[src/rtl/instr_fetch_unit.sv]
// -----------------------------------------------------------------------------
// instr_fetch_unit
// Fetch stage: holds the PC, drives the asynchronous instruction ROM address
// straight from it and captures the returned word into an IF/ID register with
// a valid/ready handshake toward decode. Handles redirects, fetch halt and a
// count of instructions loaded into IF/ID.
//
// Optional build macro FETCH_MISALIGN_TRAP_EN: when defined, a redirect whose
// target is not word aligned raises a sticky misalign_trap and halts fetch.
// When undefined, the low two target bits are dropped and the trap stays 0.
// -----------------------------------------------------------------------------
module instr_fetch_unit #(
   parameter logic [31:0] RESET_PC  = 32'h0000_0000,
   parameter logic [31:0] NOP_INSTR = 32'h0000_0013
) (
   input  logic        clk,
   input  logic        reset,
   input  logic        fetch_en,
   output logic [31:0] imem_addr,
   input  logic [31:0] imem_data,
   input  logic        redirect_valid,
   input  logic [31:0] redirect_target,
   output logic        id_valid,
   input  logic        id_ready,
   output logic [31:0] id_instr,
   output logic [31:0] id_pc,
   output logic [31:0] id_pc_plus4,
   output logic [31:0] fetch_count,
   output logic        misalign_trap
);

   // Architectural state
   logic [31:0] pc_r;
   logic        id_valid_r;
   logic [31:0] id_instr_r;
   logic [31:0] id_pc_r;
   logic [31:0] id_pc_plus4_r;
   logic [31:0] fetch_count_r;
   logic        trap_r;

   // Next-state values
   logic [31:0] pc_nxt_s;
   logic        id_valid_nxt_s;
   logic [31:0] id_instr_nxt_s;
   logic [31:0] id_pc_nxt_s;
   logic [31:0] id_pc_plus4_nxt_s;
   logic [31:0] fetch_count_nxt_s;
   logic        trap_nxt_s;

   logic [31:0] redirect_pc_s;
   logic        misalign_s;
   logic [31:0] pc_plus4_s;
   logic        advance_s;

`ifdef FETCH_MISALIGN_TRAP_EN
   // Misaligned targets are loaded as-is and flagged
   assign redirect_pc_s = redirect_target;
   assign misalign_s    = (redirect_target[1:0] != 2'b00);
`else
   // Low target bits are ignored so the PC always stays word aligned
   assign redirect_pc_s = redirect_target & 32'hFFFF_FFFC;
   assign misalign_s    = 1'b0;
`endif

   assign pc_plus4_s = pc_r + 32'd4;
   // A new word may be loaded when enabled, not trapped and IF/ID is free or draining
   assign advance_s  = fetch_en & ~trap_r & (~id_valid_r | id_ready);

   // Next-state selection: redirect > advance > consume-only > stall
   always_comb begin
      pc_nxt_s          = pc_r;
      id_valid_nxt_s    = id_valid_r;
      id_instr_nxt_s    = id_instr_r;
      id_pc_nxt_s       = id_pc_r;
      id_pc_plus4_nxt_s = id_pc_plus4_r;
      fetch_count_nxt_s = fetch_count_r;
      trap_nxt_s        = trap_r;
      if (redirect_valid) begin
         pc_nxt_s       = redirect_pc_s;
         id_valid_nxt_s = 1'b0;
         id_instr_nxt_s = NOP_INSTR;
         trap_nxt_s     = trap_r | misalign_s;
      end else if (advance_s) begin
         pc_nxt_s          = pc_plus4_s;
         id_valid_nxt_s    = 1'b1;
         id_instr_nxt_s    = imem_data;
         id_pc_nxt_s       = pc_r;
         id_pc_plus4_nxt_s = pc_plus4_s;
         fetch_count_nxt_s = fetch_count_r + 32'd1;
      end else if (id_valid_r && id_ready) begin
         id_valid_nxt_s = 1'b0;
         id_instr_nxt_s = NOP_INSTR;
      end else begin
         pc_nxt_s = pc_r;
      end
   end

   // State register with synchronous reset overriding every other input
   always_ff @(posedge clk) begin
      if (reset) begin
         pc_r          <= RESET_PC;
         id_valid_r    <= 1'b0;
         id_instr_r    <= NOP_INSTR;
         id_pc_r       <= 32'h0000_0000;
         id_pc_plus4_r <= 32'h0000_0000;
         fetch_count_r <= 32'h0000_0000;
         trap_r        <= 1'b0;
      end else begin
         pc_r          <= pc_nxt_s;
         id_valid_r    <= id_valid_nxt_s;
         id_instr_r    <= id_instr_nxt_s;
         id_pc_r       <= id_pc_nxt_s;
         id_pc_plus4_r <= id_pc_plus4_nxt_s;
         fetch_count_r <= fetch_count_nxt_s;
         trap_r        <= trap_nxt_s;
      end
   end

   assign imem_addr     = pc_r;
   assign id_valid      = id_valid_r;
   assign id_instr      = id_instr_r;
   assign id_pc         = id_pc_r;
   assign id_pc_plus4   = id_pc_plus4_r;
   assign fetch_count   = fetch_count_r;
   assign misalign_trap = trap_r;

endmodule

[config.mk]
export PLATFORM = sky130hd
export DESIGN_NAME = instr_fetch_unit
export DESIGN_NICKNAME = d
export VERILOG_FILES = /design/src/rtl/instr_fetch_unit.sv
export SDC_FILE = /design/constraint.sdc
export NUM_CORES = 1
export LEC_CHECK = 0
export ABC_CLOCK_PERIOD_IN_PS = 3590
export CELL_PAD_IN_SITES_DETAIL_PLACEMENT = 1
export CELL_PAD_IN_SITES_GLOBAL_PLACEMENT = 1
export CORE_MARGIN = 4
export CORE_UTILIZATION = 35
export CTS_BUF_LIST = sky130_fd_sc_hd__clkbuf_2 sky130_fd_sc_hd__clkbuf_4 sky130_fd_sc_hd__clkbuf_8
export CTS_CLUSTER_SIZE = 20
export DETAILED_ROUTE_END_ITERATION = 6
export GPL_ROUTABILITY_DRIVEN = 0
export PLACE_DENSITY_LB_ADDON = 0.1
export SLEW_MARGIN = 20
export SYNTH_ARGS = -nofsm -noshare
export SYNTH_HDL_FRONTEND = slang
export SYNTH_SLANG_ARGS = --single-unit
[constraint.sdc]
create_clock -name clk -period 3.59 [get_ports clk]
set_input_delay 0.718 -clock clk [delete_from_list [all_inputs] [get_ports clk]]
set_output_delay 0.718 -clock clk [all_outputs]
set_load 0.02 [all_outputs]
==> results, run 1 <==
- STA classifies the critical path startpoint as a flip-flop.
- The total number of yosys warnings is 0.
- The depth of the CTS H-tree is 4.
- Clock latency on the worst-skew pair, taken at its later pin, is 0.45 ns.
- The post-detailed-route via-to-cell ratio is 5.42.
- The critical path required time is between 3 and 4 ns.
- Setup repair after global routing left no endpoint under its margin.
- The post-synthesis cell area is between 7000 and 8000 µm².
- The number of max-slew violations in the final report came to 0.
- Buffers placed on the I/O ports in this run total 221.
- The antenna diode count is 0.
- The smallest clock period supported by the final layout is computed as 2.67 ns.
- Max-cap violations in this run came to 0.
- The worst hold path belongs to the class flip-flop to flip-flop.
- The clock passes through at most 2 buffers.
- In the final layout, the share of cells above drive strength 1 is about 7%.
- The largest fanout on the critical path is 22.
- In this run the clock root is driven by a sky130_fd_sc_hd__clkbuf_8.
- The pin count of the biggest net entering global routing is 67.
- The register clock-pin slew on the reported worst setup and hold paths is approximately 0.090 ns.
- The flow ran to the end, and the final reports show no timing, DRC or antenna violations.
- The number of sinks on the clock net is roughly 160.
- STA classifies the critical path endpoint as a flip-flop.
- The floorplan has 51 rows.
- Compared with the post-synthesis result, the final layout area differs by 39.4%.
- The most used flip-flop cell after synthesis is sky130_fd_sc_hd__dfxtp_1.
- Across all setup checks in the final design, the least slack found is roughly 0.9 ns.
- The global-route usage over all layers is 21.8%.
- The number of instances in the synthesized netlist is a little under 900.
- The class of the most critical setup path is flip-flop to flip-flop.
- The share of synthesized registers carrying an async set or reset is 0%.
- The sum of overflow across all layers after global routing is 0.
- The number of flops mapped to enable cells by yosys is 0.
- IR analysis of the VDD net gives a maximum drop of 0.207 mV.
- The final number of setup-violating endpoints is 0.
- Before CTS, the worst setup slack after placement is 0.470 ns.
- After synthesis, the mean cell area works out to approximately 8 µm².
- Headroom to the max-slew limit came out at approximately 43%.
- The post-cts hold buffer count is 0.
- For this design the static power due to leakage is between 3 and 4 nW.
- After detailed routing, the average wire length per cell comes to ~19 µm.
- For this design the ratio of total power to cell area is 388 nW/µm².
- For this design the top-level I/O count stands at ~230.
- Synthesis instantiated 54 different standard cells from the library.
- The global-route wire length before repair is ~39,000 µm.
- Adding up every negative setup slack in the final design gives 0 ns.
- The initial antenna violation count was 0.
- The die area is around 23,000 µm².
- Before antenna repair, the detailed router went through 4 iterations.
- After synthesis, the most frequently instantiated cells are sky130_fd_sc_hd__dfxtp_1 (155), sky130_fd_sc_hd__nand2_1 (110), sky130_fd_sc_hd__nor2_1 (105).
- The number of global-route vias before repair is 7,210.
- Summing the sequential cell areas from Yosys gives a little over two fifths of the chip area.
- In this run the remaining antenna-violating nets after routing total 0.
- The count of endpoints failing hold in the final timing report is 0.
- The final layout contains between 1,000 and 1,500 nets.
- Yosys instantiated no cell more often than sky130_fd_sc_hd__dfxtp_1.
- Summed over all nets, the half-perimeter wirelength after detailed placement is around 18,000 µm.
- In this run the horizontal extent of the chip is 151 µm.
- The final wirelength is between 20,000 and 25,000 µm.
- The number of buffers created by CTS is 17.
- After synthesis, the cell types taking the most area are sky130_fd_sc_hd__dfxtp_1 (44%), sky130_fd_sc_hd__nand2_1 (5.8%), sky130_fd_sc_hd__nor2_1 (5.5%).
- The placeable core area is about 20,000 µm².
- The vertical die dimension is between 150 and 200 µm.
- The number of synthesized register bits is 155.
- The proportion of netlist area held by the largest area contributor is a little over two fifths.
- The achievable frequency is approximately 380 MHz.
- TritonCTS built the clock tree.
- The effective utilization at floorplan is about 36%.
- The synthesized design spends more area on one cell type than any other, namely sky130_fd_sc_hd__dfxtp_1.
- The buffer count from post-CTS setup fixing is 0.
- The number of DRC violations after detailed routing is 0.
- The arrival time reported for the critical path endpoint is around 3.0 ns.
- After layout, the worst path uses around three quarters of the clock period.
- The total via count after detailed routing is ~7,200.
- Post-CTS repair changed the size of 0 cells.
- The post-route clock skew is 0.0169 ns.
- For the pin with the worst max-slew slack, the measured transition is between 0.8 and 0.9 ns.
- For this block, the initial DRC count from the detailed router was 424.
[cell type report]
class / count / area (µm²)
fill: 2316 / 9780
timing repair buffer: 245 / 2400
clock inverter: 10 / 144
clock buffer: 20 / 263
tap: 265 / 332
multi-input combinational: 621 / 3650
inverter: 10 / 37.5
sequential: 155 / 3100
[cell usage in the layout, fill, tap and decap left out, types with 3 or more instances in the layout]
cell and n:
sky130_fd_sc_hd__o21ai_0 18, sky130_fd_sc_hd__a21oi_1 49, sky130_fd_sc_hd__inv_1 8, sky130_fd_sc_hd__dfxtp_1 155, sky130_fd_sc_hd__a211oi_1 24, sky130_fd_sc_hd__bufinv_16 3, sky130_fd_sc_hd__o31ai_1 22, sky130_fd_sc_hd__a31oi_1 3
sky130_fd_sc_hd__a311oi_1 23, sky130_fd_sc_hd__or2_2 5, sky130_fd_sc_hd__o2111a_1 3, sky130_fd_sc_hd__nor4b_1 3, sky130_fd_sc_hd__xnor2_1 24, sky130_fd_sc_hd__mux2_2 8, sky130_fd_sc_hd__conb_1 7, sky130_fd_sc_hd__o22ai_1 3
sky130_fd_sc_hd__a22oi_1 29, sky130_fd_sc_hd__or4_1 25, sky130_fd_sc_hd__o221ai_1 3, sky130_fd_sc_hd__or3_1 21, sky130_fd_sc_hd__clkdlybuf4s50_1 220, sky130_fd_sc_hd__nor4_1 23, sky130_fd_sc_hd__clkbuf_8 18, sky130_fd_sc_hd__nand2_1 110
sky130_fd_sc_hd__a2111oi_0 3, sky130_fd_sc_hd__xor2_1 3, sky130_fd_sc_hd__nor2b_1 10, sky130_fd_sc_hd__nand3_1 17, sky130_fd_sc_hd__and4_1 9, sky130_fd_sc_hd__buf_4 24, sky130_fd_sc_hd__nand4_1 23, sky130_fd_sc_hd__and3_1 7
sky130_fd_sc_hd__and2_1 5, sky130_fd_sc_hd__o31a_1 4, sky130_fd_sc_hd__nor2_1 103, sky130_fd_sc_hd__clkinvlp_4 6, sky130_fd_sc_hd__nor3_1 10, sky130_fd_sc_hd__nand2b_1 3
[cells by family (layout without fill, tap and decap cells)]
family                   Yosys count  in the layout  synth area share [%]
buffers and inverters             96            285                  5.69
adder cells (fa/ha/maj)            2              2                 0.351
XOR/XNOR                          27             27                  3.32
AO/OA/AOI/OAI                    195            195                  19.0
AND/OR/NAND/NOR                  382            382                  26.8
multiplexers                       8              8                  1.26
other                              1              7                0.0526
flip-flops                       155            155                  43.5
[critical path, stage by stage, from the launching register on]
cell,delay (ns)
sky130_fd_sc_hd__dfxtp_1,0.54
sky130_fd_sc_hd__nand4_1,0.38
sky130_fd_sc_hd__or3_1,0.75
sky130_fd_sc_hd__or3_1,0.53
sky130_fd_sc_hd__a2111oi_0,0.34
[flip-flops by register name (all words and copies together), names as in the netlist]
name and cells:
id_valid 1, id_instr 32, id_pc_plus4 30, fetch_count 32
id_pc 30, imem_addr 30
[where the power goes]
| group | leakage, nW | switching [mW] | total [mW] | internal, mW |
|---|---|---|---|---|
| clock | 0.186 | 0.682 | 1.40 | 0.716 |
| sequential | 1.27 | 0.0796 | 1.87 | 1.79 |
| combinational | 1.75 | 0.314 | 0.590 | 0.276 |
| total | 3.20 | 1.08 | 3.86 | 2.78 |
[metal layers]
layer | track usage (%) | part of all wire (%) | up-vias
li1 | - | - | 3506
met1 | 28.0 | 45 | 3483
met2 | 34.7 | 46 | 184
met3 | 8.61 | 8.4 | 13
met4 | 4.71 | 0.86 | 0
met5 | 0 | 0 | -
[stage by stage]
step	power, mW	std cells	util [%]	area, µm²	hold slack [ns]
6_report	3.86	1326	50.4	9930	0.459
5_1_grt	4.04	1326	50.4	9930	0.482
4_1_cts	3.91	1326	50.4	9930	0.462
3_5_place_dp	2.50	1296	48.3	9530	0.450
3_3_place_gp	2.49	1296	48.3	9530	0.443
2_1_floorplan	2.20	872	-	7150	0.535
[final timing paths]
path / from / to / slack, ns / cells past startpoint
max: imem_addr[8] / imem_addr[26] / 0.92 / 4
min: id_pc[5] / id_pc[5] / 0.46 / 2
max reg2reg: imem_addr[8] / imem_addr[26] / 0.92 / 4
min reg2reg: id_pc[5] / id_pc[5] / 0.46 / 2
Note: power is estimated with default switching activity, not from simulation.
==> run 2, diff against run 1 <==
- ABC_CLOCK_PERIOD_IN_PS: 3590 -> 2620
- CORE_UTILIZATION: 35 -> 34
- clock period: 3.59 -> 2.62 ns (I/O delays scaled with it)
==> run 2 against run 1 <==
  * Global-route usage decreased by 0.72 points
  * Sequential share of layout area is 0.69 points lower
  * Clock-buffer cell count is 2 lower
  * Core utilization is 0.67 points lower
  * Critical path depth stayed put
  * Worst hold slack worse by 0.0031 ns
  * Routed wire length is 0.64% higher
  * Sequential cell count unchanged
  * Fmax is 12% higher
  * Highest routed layer is now met5
==> results, run 2 (synthesis results as in run 1) <==
- Counting stages on the worst path, the most repeated cell is sky130_fd_sc_hd__or4_1.
- On the worst path, the slowest cell contributes a delay of 0.79 ns.
- The final layout contains routed wiring with a total length of 25,000 µm.
- Entering global routing, the biggest net connects between 50 and 60 pins.
- Counting instances, the worst hold path has a depth of 2.
- The die covers 23,300 µm².
- The clock tree buffer depth is 2.
- The initial antenna violation count is 1.
- The worst slew margin relative to its limit is about 59%.
- The final core utilization is about half.
- Once detail routing completed, the nets flagged for antenna violations numbered 0.
- For this run the aggregate overflow at the end of global routing stands at 0.
- Using the TritonRoute via totals, the vias-per-cell ratio works out to 5.32.
- The class of the tightest hold or removal check is flip-flop to flip-flop.
- The antenna diode count is 0.
- From synthesis to final layout, the design area changed by 42.5%.
- The placeable core area is about 20,000 µm².
- The category of cells accounting for the largest share of critical-path delay is simple AND/OR/NAND/NOR gates.
- The final number of setup-violating endpoints is 0.
- Traced cell by cell, the critical path runs through nand3_2 > or4_1 > or4_1 > a311oi_1.
- The worst setup path is captured at a flip-flop.
- Once the floorplan was initialized, standard cells occupied 34.9% of the core.
- CTS saw roughly 160 sinks.
- Setup repair after global routing left no endpoint under its margin.
- The final total negative setup slack is 0 ns.
- For the worst-skew pair, the clock arrives at the later sink with an insertion delay of roughly 0.45 ns.
- The worst hold endpoint is id_pc[26].
- The total via count after detailed routing is 7,243.
- Once detailed placement completed, the half-perimeter wirelength came to between 15,000 and 20,000 µm.
- In the layout the commonest cells are sky130_fd_sc_hd__clkdlybuf4s50_1 (220), sky130_fd_sc_hd__dfxtp_1 (155), sky130_fd_sc_hd__nand2_1 (110), sky130_fd_sc_hd__nor2_1 (103), sky130_fd_sc_hd__buf_4 (53).
- In this run, post-CTS repair resized a total of 0 instances.
- Clock-pin slew was measured on the worst setup and hold paths at around 0.08 ns.
- Measured along the y axis, the die boundary spans between 150 and 200 µm.
- Once placement finished, the instance area stood at around 9800 µm².
- The final critical-path required period is 2.38 ns.
- After routing the design area is 10,200 µm².
- The category of the worst setup path launch point is a flip-flop.
- For the worst setup path, the data required time is between 2 and 3 ns.
- The share of total power in sequential cells is around 50%.
- Measured along the x axis, the die boundary spans roughly 150 µm.
- The number of DRC violations after detailed routing is 0.
- The internal portion of the total power is roughly 3.7 mW.
- The global-route wire length before repair is between 40,000 and 50,000 µm.
- The final cell count without fillers is 1,361.
- The count of endpoints failing hold in the final timing report is 0.
- The share of total power in combinational logic is between 15 and 20%.
- The buffer count from post-CTS setup fixing is 0.
- After filler insertion, the fill cell instance count of the layout stands at around 2,500.
- The worst hold slack is around 0.46 ns.
- Setup slack on the critical path of the routed design comes to between 0.2 and 0.25 ns.
- The power after layout is slightly above 5 mW.
- The first routing iteration left roughly 350 violations.
- Before antenna repair, the detailed router went through 4 iterations.
- Data arrives at the worst endpoint at about 2.7 ns.
- The library cell used most frequently in the layout, excluding fill and tap cells, is sky130_fd_sc_hd__clkdlybuf4s50_1.
- The class of the most critical setup path is flip-flop to flip-flop.
- The capture instance of the worst register-to-register path is id_pc_plus4[29].
- The setup slack of the most critical reg-to-reg path is approximately 0.24 ns.
- The worst-case IR drop observed on VDD is between 0.3 and 0.4 mV.
- The port buffer count is approximately 220.
- The storage element area is roughly 3100 µm².
- On the critical path, the stage with the largest delay is an instance of sky130_fd_sc_hd__or4_1.
- Summed over all nets, the switching power comes to about 1.5 mW.
- The startpoint identified for the worst register-to-register timing path is imem_addr[4].
- OpenSTA, run right after detailed placement, puts the worst setup slack at -0.197 ns.
- The worst path buffer plus inverter count is 0.
- The clock tree root buffer cell is sky130_fd_sc_hd__clkbuf_8.
- At the pin with the least slew margin, the transition time is 0.604 ns.
- For this design the static power due to leakage is approximately 3.3 nW.
- The startpoint of the most critical setup path is imem_addr[4].
- The number of cells on the worst reg-to-reg path is 4.
- The number of buffers created by CTS is 17.
- The depth of the CTS H-tree is 4.
- The post-route clock skew is 0.0131 ns.
- The number of global-route vias before repair is 7,352.
- The flow ran to the end, and the final reports show no timing, DRC or antenna violations.
- The startpoint identified for the worst hold timing path is id_pc[26].
- Max-cap violations in this run came to 0.
- TritonCTS built the clock tree.
- The final critical path takes up a little over 90% of the cycle.
- Net switching is between 20% and 30% of the power.
- The number of max-slew violations in the final report is 0.
- The global-route usage over all layers is about a fifth.
- The fraction of power consumed by the clock network is 34.2%.
- The net count of the finished layout is roughly 1,200.
- In this run the power density over the cells is about 510 nW/µm².
- Of the cells placed in the final design, the portion with a size suffix greater than 1 is under 10%.
- Summing all multi-input logic gate instances after layout gives roughly 3700 µm².
- The post-cts hold buffer count is 0.
- The per-cell routed wire length is approximately 18 µm.
- The number of cell rows is 52.
- The number of ports placed on the die boundary is approximately 230.
- The number of cells after detailed placement is 1,332.
- The achievable frequency is 421 MHz.
- The largest fanout on the critical path is 13.
## run 2: final cells by class
| class | instances | area share (%) |
|---|---|---|
| Clock inverter | 11 | 1.23 |
| Inverter | 10 | 0.370 |
| Multi-Input combinational cell | 621 | 35.9 |
| Sequential cell | 155 | 30.6 |
| Clock buffer | 18 | 2.38 |
| Timing Repair Buffer | 276 | 26.2 |
| Tap cell | 270 | 3.33 |
## run 2: power by group through the flow
stage | combinational, mW | clock (mW) | sequential [mW]
2_1_floorplan | 0.334 | 0 | 2.68
3_3_place_gp | 0.850 | 0 | 2.60
3_5_place_dp | 0.859 | 0 | 2.61
4_1_cts | 0.863 | 1.83 | 2.55
5_1_grt | 0.921 | 1.93 | 2.57
6_report | 0.851 | 1.77 | 2.55
## run 2: worst max path at each step
stage                                 end  slack [ns]  cells past startpoint
after global placement    fetch_count[31]       -0.14                      5
after floorplan             imem_addr[22]        0.37                      6
final                     id_pc_plus4[29]        0.24                      4
after global routing      id_pc_plus4[29]        0.13                      4
after CTS                 id_pc_plus4[29]        0.26                      4
after detailed placement  fetch_count[31]       -0.20                      5
## run 2: per-layer routing
metal  vias to the layer above  part of all wire [%]  GRT usage [%]
li1                       3558                     -              -
met1                      3484                    46           27.7
met2                       181                    46           34.0
met5                         -                 0.052              0
met3                        18                   7.2           7.30
met4                         2                  0.80           4.03
## run 2: worst reg2reg max path, delay by kind of cell (launching register included)
kind | cells | cell delay [ns]
simple gates | 3 | 1.49
flops | 1 | 0.55
compound gates | 1 | 0.26
==> run 3, diff against run 2 <==
- ABC_CLOCK_PERIOD_IN_PS: 2620 -> 2260
- HOLD_SLACK_MARGIN: unset -> 0.08
- clock period: 2.62 -> 2.26 ns (I/O delays scaled with it)
==> run 3 against run 2 <==
  * Clock-buffer cell count is the same
  * Largest power group unchanged
  * Via count increased by 2.9%
  * Register-to-register slack got worse by 0.12 ns
  * Global-route usage rose by 0.59 points
  * Worst hold slack worse by 0.16 ns
  * Combinational power is 22% higher
  * Final area rose by 2.7%
  * Total power rose by 18%
  * Clock power increased by 20%
==> results, run 3 (synthesis results as in run 1) <==
- The post-detailed-route via-to-cell ratio is 5.36.
- Along the worst path, the maximum fanout reaches 11.
- The end point of the critical path is imem_addr[26].
- Static timing analysis puts the maximum clock frequency at around 460 MHz.
- The category of the worst setup path launch point is a flip-flop.
- The endpoint type of the worst setup path is an output port.
- Entering global routing, the biggest net connects 59 pins.
- The count of endpoints failing hold in the final timing report is 0.
- The number of global-route vias before repair came to approximately 7,500.
- The worst register-to-register path has a setup slack of around 0.12 ns.
- In the layout the commonest cells are sky130_fd_sc_hd__clkdlybuf4s50_1 (220), sky130_fd_sc_hd__dfxtp_1 (148), sky130_fd_sc_hd__nand2_1 (110), sky130_fd_sc_hd__nor2_1 (103), sky130_fd_sc_hd__buf_4 (76).
- Max-cap violations in this run came to 0.
- The die covers 23,300 µm².
- Clock-pin slew was measured on the worst setup and hold paths at ~0.08 ns.
- Counting the buffers created by CTS gives 17.
- Input and output buffers added on the ports amount to between 200 and 250.
- The final wirelength is approximately 26,000 µm.
- The first-pass iteration count of the detailed router is 4.
- In this design, the stage delay of the slowest critical-path cell is 0.69 ns.
- At the pin with the least slew margin, the transition time is about 0.62 ns.
- The worst path buffer plus inverter count is 1.
- roughly 230 I/O pins were placed.
- The remaining antenna violation count is 0.
- The vertical die dimension is approximately 150 µm.
- In this run the worst setup path begins at imem_addr[26].
- On the final layout, the worst clock skew is between 0.015 and 0.02 ns.
- Traced cell by cell, the critical path runs through clkdlybuf4s50_1.
- The library cell used most frequently in the layout, excluding fill and tap cells, is sky130_fd_sc_hd__clkdlybuf4s50_1.
- The tree built by TritonCTS fans out to 155 sinks.
- Data on the critical path arrives at its endpoint at roughly 1.7 ns.
- The static leakage power is roughly 3.5 nW.
- In this run the worst hold path is classified as primary input to flip-flop.
- The placed instance area is 10,000 µm².
- The proportion of layout cells with a drive suffix above 1 is around an eighth.
- The class of the most critical setup path is flip-flop to output port.
- The worst register-to-register path ends at imem_addr[19].
- Across the VDD grid, the largest voltage drop is around 0.35 mV.
- For this run, the post-layout net count is roughly 1,200.
- The setup slack after layout is 0.0864 ns.
- The global-route usage over all layers is a little over a fifth.
- The placed wire-length estimate is approximately 18,000 µm.
- The post-place setup slack is -0.364 ns.
- The final number of setup-violating endpoints is 0.
- The number of DRC violations after detailed routing is 0.
- The worst hold path startpoint is reset.
- In this run the standard cell core region covers roughly 20,000 µm².
- The kind of cell with the highest combined delay along the critical path is buffers and inverters.
- From left edge to right edge, the die measures about 150 µm.
- The effective utilization at floorplan is 34.9%.
- The worst slew margin relative to its limit is about 58%.
- The global-route wire length before repair is about 42,000 µm.
- The number of logic stages on the critical path including buffering is 1.
- The clock tree buffer depth is 2.
- The number of filler cells placed in the layout is around 2,400.
- Data on the critical path is required at its endpoint by about 1.8 ns.
- In this run, post-CTS hold repair placed 0 buffers.
- The tree is rooted in a sky130_fd_sc_hd__clkbuf_8.
- The final critical-path required period is 2.17 ns.
- The initialized floorplan defines 52 standard-cell rows.
- After the first detailed-routing iteration, the DRC count stood at around 420.
- The number of cells on the worst reg-to-reg path is 4.
- The number of max-slew violations in the final report is 0.
- The flow ran to the end, and the final reports show no timing, DRC or antenna violations.
- The final design instance area without fill is between 10,000 and 15,000 µm².
- The total via count after detailed routing is roughly 7,500.
- The clock tree synthesis step divided the H-tree into 4 levels.
- The startpoint of the worst register-to-register path is imem_addr[5].
- The initial antenna violation count is 2.
- The post-route fraction of the period consumed by the critical path is between 90% and 100%.
- The CTS tree is built.
- In this run the power density over the cells is just under 600 nW/µm².
- The sum of overflow across all layers after global routing is 0.
- From synthesis to final layout, the design area changed by 46.3%.
- Setup repair after global routing left no endpoint under its margin.
- The clock latency on the worst-skew pair is roughly 0.46 ns.
- The highest-delay cell along the critical path is sky130_fd_sc_hd__clkdlybuf4s50_1.
- In the final routed layout, each cell accounts on average for between 15 and 20 µm.
-- run 3: worst min path at each step --
| stage | to | slack [ns] | cells after the start |
|---|---|---|---|
| 2_1_floorplan | id_pc[10] | 0.53 | 2 |
| 3_3_place_gp | id_pc[26] | 0.44 | 2 |
| 3_5_place_dp | id_pc[20] | 0.45 | 2 |
| 4_1_cts | imem_addr[26] | 0.31 | 2 |
| 5_1_grt | imem_addr[26] | 0.29 | 2 |
| 6_report | imem_addr[26] | 0.30 | 2 |
-- run 3: final cells by class --
| class | count | area, µm² | area share [%] |
|---|---|---|---|
| multi-input combinational | 621 | 3660 | 35.1 |
| timing repair buffer | 302 | 2890 | 27.7 |
| sequential | 155 | 3110 | 29.8 |
| antenna | 1 | 2.50 | 0.0240 |
| clock buffer | 18 | 241 | 2.32 |
| clock inverter | 13 | 141 | 1.36 |
| inverter | 10 | 37.5 | 0.360 |
| tap | 270 | 338 | 3.24 |
-- run 3: routing by layer --
metal,wire (µm),track usage [%],vias to the layer above
met3,1990,7.16,30
met5,26,0,-
met4,378,5.22,4
met1,11800,29.0,3600
li1,-,-,3614
met2,11600,33.9,204
-- run 3: timing repair --
| action | 4_1_cts | 5_1_grt |
|---|---|---|
| gates resized for setup | 1 | 10 |
| buffers inserted | 0 | 1 |
| pin swaps | 0 | 1 |
| endpoints found under the setup margin | 1 | 8 |
-- run 3: through the flow --
| stage | TNS, ns | util (%) | instances | hold slack [ns] | total power [mW] |
|---|---|---|---|---|---|
| after floorplan | 0 | - | 872 | 0.535 | 3.50 |
| after global placement | -6.55 | 49.0 | 1357 | 0.442 | 4.03 |
| after detailed placement | -7.85 | 49.0 | 1357 | 0.449 | 4.04 |
| after CTS | 0 | 50.9 | 1388 | 0.306 | 6.17 |
| after global routing | 0 | 51.0 | 1389 | 0.290 | 6.39 |
| final | 0 | 51.1 | 1390 | 0.298 | 6.11 |
-- run 3: report_power, final --
| part | leakage [nW] | internal [mW] | switching [mW] |
|---|---|---|---|
| Sequential | 1.27 | 2.84 | 0.103 |
| Combinational | 2.04 | 0.493 | 0.544 |
| Clock | 0.189 | 0.994 | 1.13 |
| Total | 3.49 | 4.33 | 1.78 |
